`config.mk`:
```
export PLATFORM = sky130hd
export DESIGN_NAME = memory_port_arbiter
export DESIGN_NICKNAME = d
export VERILOG_FILES = /design/src/rtl/memory_port_arbiter_pkg.sv /design/src/rtl/read_tag_pipeline.sv /design/src/rtl/memory_port_arbiter.sv
export SDC_FILE = /design/constraint.sdc
export NUM_CORES = 1
export LEC_CHECK = 0
export BUFFER_PORTS_ARGS = -buffer_cell sky130_fd_sc_hd__clkbuf_2
export CORE_MARGIN = 2
export CORE_UTILIZATION = 36
export CTS_BUF_LIST = sky130_fd_sc_hd__clkbuf_4
export CTS_CLUSTER_DIAMETER = 200
export DETAILED_ROUTE_END_ITERATION = 16
export PLACE_DENSITY_LB_ADDON = 0.2
export SYNTH_ARGS = -nofsm -noshare
export SYNTH_HDL_FRONTEND = slang
export SYNTH_SLANG_ARGS = --single-unit
```
`constraint.sdc`:
```
create_clock -name clock -period 1.5 [get_ports clock]
set_clock_uncertainty 0.2 [all_clocks]
set_input_delay 0.075 -clock clock [delete_from_list [all_inputs] [get_ports clock]]
set_output_delay 0.075 -clock clock [all_outputs]
set_load 0.01 [all_outputs]
```
`src/rtl/memory_port_arbiter_pkg.sv`:
```
// rtl/memory_port_arbiter_pkg.sv - shared owner encodings and read tag type
// Purpose: types shared by the arbiter top level and its read tag pipeline.
//   OWNER_CPU / OWNER_IO : one-bit owner encodings
//   read_tag_t           : {valid, owner} tag carried alongside an issued read
package memory_port_arbiter_pkg;

  localparam logic OWNER_CPU = 1'b0;
  localparam logic OWNER_IO  = 1'b1;

  typedef struct packed {
    logic valid;
    logic owner;
  } read_tag_t;

endpackage

```
`src/rtl/read_tag_pipeline.sv`:
```
// rtl/read_tag_pipeline.sv - fixed-depth shift register of read tags
// Purpose: delays each issued read tag by DEPTH cycles so it lines up with
// the memory's returned read data.
//   clock   in   rising-edge clock
//   reset   in   synchronous active-high reset, clears every stage
//   tag_in  in   tag captured this cycle (valid=0 when no read is issued)
//   tag_out out  tag captured DEPTH cycles ago
module read_tag_pipeline
  import memory_port_arbiter_pkg::*;
#(
  parameter int DEPTH = 1
) (
  input  logic      clock,
  input  logic      reset,
  input  read_tag_t tag_in,
  output read_tag_t tag_out
);

  read_tag_t stages [DEPTH];

  always_ff @(posedge clock) begin
    if (reset) begin
      for (int i = 0; i < DEPTH; i++) begin
        stages[i] <= '0;
      end
    end else begin
      stages[0] <= tag_in;
      for (int i = 1; i < DEPTH; i++) begin
        stages[i] <= stages[i-1];
      end
    end
  end

  assign tag_out = stages[DEPTH-1];

endmodule

```
`src/rtl/memory_port_arbiter.sv`:
```
// rtl/memory_port_arbiter.sv - two-requester round-robin memory port arbiter
// Purpose: shares one memory read/write port between the CPU and the I/O
// requester, granting at most one transaction per cycle and steering the
// returned read data's valid strobe back to the owner of each read.
//   clock, reset                      rising-edge clock, sync active-high reset
//   cpu_request/write_enable/address/write_data   CPU transaction request
//   cpu_grant, cpu_read_valid, cpu_read_data      CPU grant and read return
//   io_*                                          same set for the I/O requester
//   memory_write_enable/address/write_data        memory port drive
//   memory_read_data                              memory data, READ_LATENCY late
module memory_port_arbiter
  import memory_port_arbiter_pkg::*;
#(
  parameter int WIDTH         = 16,
  parameter int ADDRESS_WIDTH = 16,
  parameter int READ_LATENCY  = 1
) (
  input  logic                     clock,
  input  logic                     reset,
  input  logic                     cpu_request,
  input  logic                     cpu_write_enable,
  input  logic [ADDRESS_WIDTH-1:0] cpu_address,
  input  logic [WIDTH-1:0]         cpu_write_data,
  output logic                     cpu_grant,
  output logic                     cpu_read_valid,
  output logic [WIDTH-1:0]         cpu_read_data,
  input  logic                     io_request,
  input  logic                     io_write_enable,
  input  logic [ADDRESS_WIDTH-1:0] io_address,
  input  logic [WIDTH-1:0]         io_write_data,
  output logic                     io_grant,
  output logic                     io_read_valid,
  output logic [WIDTH-1:0]         io_read_data,
  output logic                     memory_write_enable,
  output logic [ADDRESS_WIDTH-1:0] memory_address,
  output logic [WIDTH-1:0]         memory_write_data,
  input  logic [WIDTH-1:0]         memory_read_data
);

  logic      last_owner;
  read_tag_t tag_in;
  read_tag_t tag_out;

  // Contention goes to whichever side did not win last time.
  always_comb begin
    cpu_grant = 1'b0;
    io_grant  = 1'b0;
    if (!reset) begin
      if (cpu_request && io_request) begin
        if (last_owner == OWNER_IO) cpu_grant = 1'b1;
        else                        io_grant  = 1'b1;
      end else if (cpu_request) begin
        cpu_grant = 1'b1;
      end else if (io_request) begin
        io_grant = 1'b1;
      end
    end
  end

  always_comb begin
    memory_write_enable = 1'b0;
    memory_address      = '0;
    memory_write_data   = '0;
    if (cpu_grant) begin
      memory_write_enable = cpu_write_enable;
      memory_address      = cpu_address;
      memory_write_data   = cpu_write_data;
    end else if (io_grant) begin
      memory_write_enable = io_write_enable;
      memory_address      = io_address;
      memory_write_data   = io_write_data;
    end
  end

  always_ff @(posedge clock) begin
    if (reset) begin
      last_owner <= OWNER_IO;
    end else if (cpu_grant) begin
      last_owner <= OWNER_CPU;
    end else if (io_grant) begin
      last_owner <= OWNER_IO;
    end
  end

  // Only granted reads produce a tag; writes leave valid low.
  always_comb begin
    tag_in.valid = (cpu_grant && !cpu_write_enable) || (io_grant && !io_write_enable);
    tag_in.owner = io_grant ? OWNER_IO : OWNER_CPU;
  end

  read_tag_pipeline #(
    .DEPTH(READ_LATENCY)
  ) u_read_tag_pipeline (
    .clock  (clock),
    .reset  (reset),
    .tag_in (tag_in),
    .tag_out(tag_out)
  );

  // The last stage still holds a pre-reset tag during the reset cycle itself,
  // so the valid strobes are masked while reset is high.
  assign cpu_read_valid = !reset && tag_out.valid && (tag_out.owner == OWNER_CPU);
  assign io_read_valid  = !reset && tag_out.valid && (tag_out.owner == OWNER_IO);
  assign cpu_read_data  = memory_read_data;
  assign io_read_data   = memory_read_data;

endmodule
```
==> impl_metrics.env <==
export IMPL_place_area_mm2=0.00177
export IMPL_drt_iter0_drc=29
export IMPL_hold_class="input pin to flop"
export IMPL_hold_violations=0
export IMPL_clkSinkCount=3
export IMPL_syn_nets=253
export IMPL_violations="setup timing"
export IMPL_finalSetupTns_ns=-1.20
export IMPL_die_area_mm2=0.00452
export IMPL_synth_largest_area_cell="o32ai_2"
export IMPL_r2r_end="last_owner"
export IMPL_postLayoutCellArea_mm2=0.00212
export IMPL_synth_area_top_cells="o32ai_2 (33%), nand2b_1 (29%), buf_4 (18%), buf_6 (4.7%), dfxtp_1 (4.2%)"
export IMPL_ir_worst_vdd_mv=0.228
export IMPL_endpoint_kind="output pin"
export IMPL_yosys_warnings=0
export IMPL_cts_tree="built"
export IMPL_synth_flop_cell="dfxtp_1"
export IMPL_die_h_um=67.3
export IMPL_max_freq_mhz=639
export IMPL_synth_area_mm2=0.00144
export IMPL_via_per_inst=4.91
export IMPL_nets=343
export IMPL_vias=1494
export IMPL_grt_total_usage=0.164
export IMPL_p_leak_nw=0.978
export IMPL_rrSetupSlack_ns=0.07
export IMPL_tightestPinTransition_ns=0.396
export IMPL_antenna_found_initial=0
export IMPL_r2r_start="last_owner"
export IMPL_synth_edf_count=0
export IMPL_synth_distinct_cells=19
export IMPL_clk_latency_ns=0.24
export IMPL_synth_most_common_cell="nand2b_1"
export IMPL_drv_slew=0
export IMPL_area_growth_pct=47.4
export IMPL_grt_setup_unrepaired="yes"
export IMPL_numCtsBuffers=3
export IMPL_hpwl_um=2750
export IMPL_required_ns=1.22
export IMPL_portBuffers=106
export IMPL_clkSlewWorstSetupHoldPaths_ns=0.04
export IMPL_syn_avg_cell_area_um2=8.62
export IMPL_synth_top_cell_area_share=0.328
export IMPL_post_cts_buffers=0
export IMPL_grt_max_degree=51
export IMPL_min_to="u_read_tag_pipeline.stages[0][0]"
export IMPL_cts_root_buffer="clkbuf_4"
export IMPL_drc_errors=0
export IMPL_cp_max_fo=15
export IMPL_crit_chain="a21bo_4, buf_12, o32ai_4, buf_2"
export IMPL_wl_um=4120
export IMPL_min_from="reset"
export IMPL_grt_pass1_vias=1329
export IMPL_core_mm2=0.00374
export IMPL_min_period_ns=1.56
export IMPL_synth_common_cells="nand2b_1 (66), buf_4 (35), o32ai_2 (29)"
export IMPL_clock_tree_buffer_depth=2
export IMPL_grt_overflow=0
export IMPL_fin_crit_sh=1.04
export IMPL_n_antenna_cell=0
export IMPL_synth_async_reset_ratio=0
export IMPL_cp_data_arrival_time_ns=1.29
export IMPL_start_util=0.385
export IMPL_rr_worst_depth=3
export IMPL_grt_pass1_wl_um=5850
export IMPL_die_w_um=67.3
export IMPL_syn_inst=167
export IMPL_critPathSlowestCell="dfxtp_4"
export IMPL_criticalPathCategory="flop to output pin"
export IMPL_ant_nets=0
export IMPL_power_density_mw_per_mm2=406
export IMPL_drt_first_pass_iters=4
export IMPL_routabilityCongestion=0.672
export IMPL_fin_hold_ws_ns=0.0415
export IMPL_drive_gt1_frac=0.621
export IMPL_ys_seq_area_frac=0.0417
export IMPL_start_kind="flop"
export IMPL_outcome="finished with violations"
export IMPL_min_path_cells=3
export IMPL_wl_per_cell_um=13.5
export IMPL_num_rows=22
export IMPL_slowest_delay_ns=0.36
export IMPL_synth_seq_cells=3
export IMPL_setup_violations_final=33
export IMPL_fin_ws_ns=-0.0647
export IMPL_maxSlewHeadroom=0.735
export IMPL_maxCapViolCount=0
export IMPL_io_pins=155
export IMPL_htree_levels=1
-- critical path, delay by kind of cell, from the launching register on --
kind            cells  cell delay (ns)
buf+inv             2             0.34
compound gates      2             0.34
flops               1             0.36
-- worst max path at each step --
stage,cells past startpoint,start,to
finish,4,last_owner,memory_write_data[6]
global route,4,last_owner,memory_write_data[6]
floorplan,4,last_owner,memory_address[0]
CTS,4,last_owner,memory_write_data[2]
global placement,4,last_owner,memory_write_data[9]
detailed placement,4,last_owner,memory_write_data[2]
-- cells in the final DEF, fill, tap and decap left out, drive strengths merged --
cell type / Yosys / final
a21bo: 1 / 1
dlygate4sd3: 0 / 20
dfxtp: 3 / 3
nor3b: 1 / 1
nand2b: 66 / 66
nand2: 1 / 1
and3b: 1 / 1
nor2b: 1 / 1
or2: 3 / 3
buf: 45 / 42
inv: 1 / 1
a21o: 1 / 1
clkbuf: 6 / 78
nor3: 1 / 1
nor2: 2 / 2
o32ai: 34 / 34
-- flip-flops by register name, summed over array words and instances, names as in the netlist --
signal                      count
last_owner                      1
u_read_tag_pipeline.stages      2
-- stage by stage --
step           setup slack [ns]  total power [mW]   util  cells
6_report                -0.0647             0.861  0.567    304
2_1_floorplan             0.261             0.479      -    167
4_1_cts                 -0.0354             0.835  0.546    303
5_1_grt                  -0.110             0.923  0.567    304
3_5_place_dp              0.108             0.574  0.473    279
3_3_place_gp              0.133             0.571  0.473    279
-- area by class of cell --
cell class / instances / area, µm²
clock buffers: 4 / 30.0
fillers: 365 / 1620
inverters: 1 / 3.75
multi-input cells: 112 / 1080
flip-flops and latches: 3 / 63.8
well taps: 48 / 60.1
repair buffers: 136 / 881
-- per-layer routing --
metal	part of all wire	routed length, µm	GRT usage	vias up
li1	-	-	-	737
met1	0.40	1650	0.193	665
met2	0.49	2020	0.304	88
met3	0.10	421	0.0400	4
met4	0.0070	29	0.0255	0
met5	0	0	0	-
-- where the power goes --
part           internal (mW)  leakage (nW)  switching (mW)
logic                  0.314         0.935           0.288
clock network          0.118        0.0184          0.0508
registers             0.0850        0.0250         0.00440
-- cell families after synthesis --
| logic type | share of synthesized area |
|---|---|
| flops | 0.0417 |
| buf+inv | 0.262 |
| simple gates | 0.327 |
| compound gates | 0.370 |
-- repair_timing --
action / 4_1_cts / 5_1_grt
cloned: 0 / 1
hold endpoints to repair: 34 / 0
resized for setup: 8 / 42
hold buffers: 20 / 0
endpoints found under the setup margin: 33 / 35
Power figures use the tool's default switching activity.
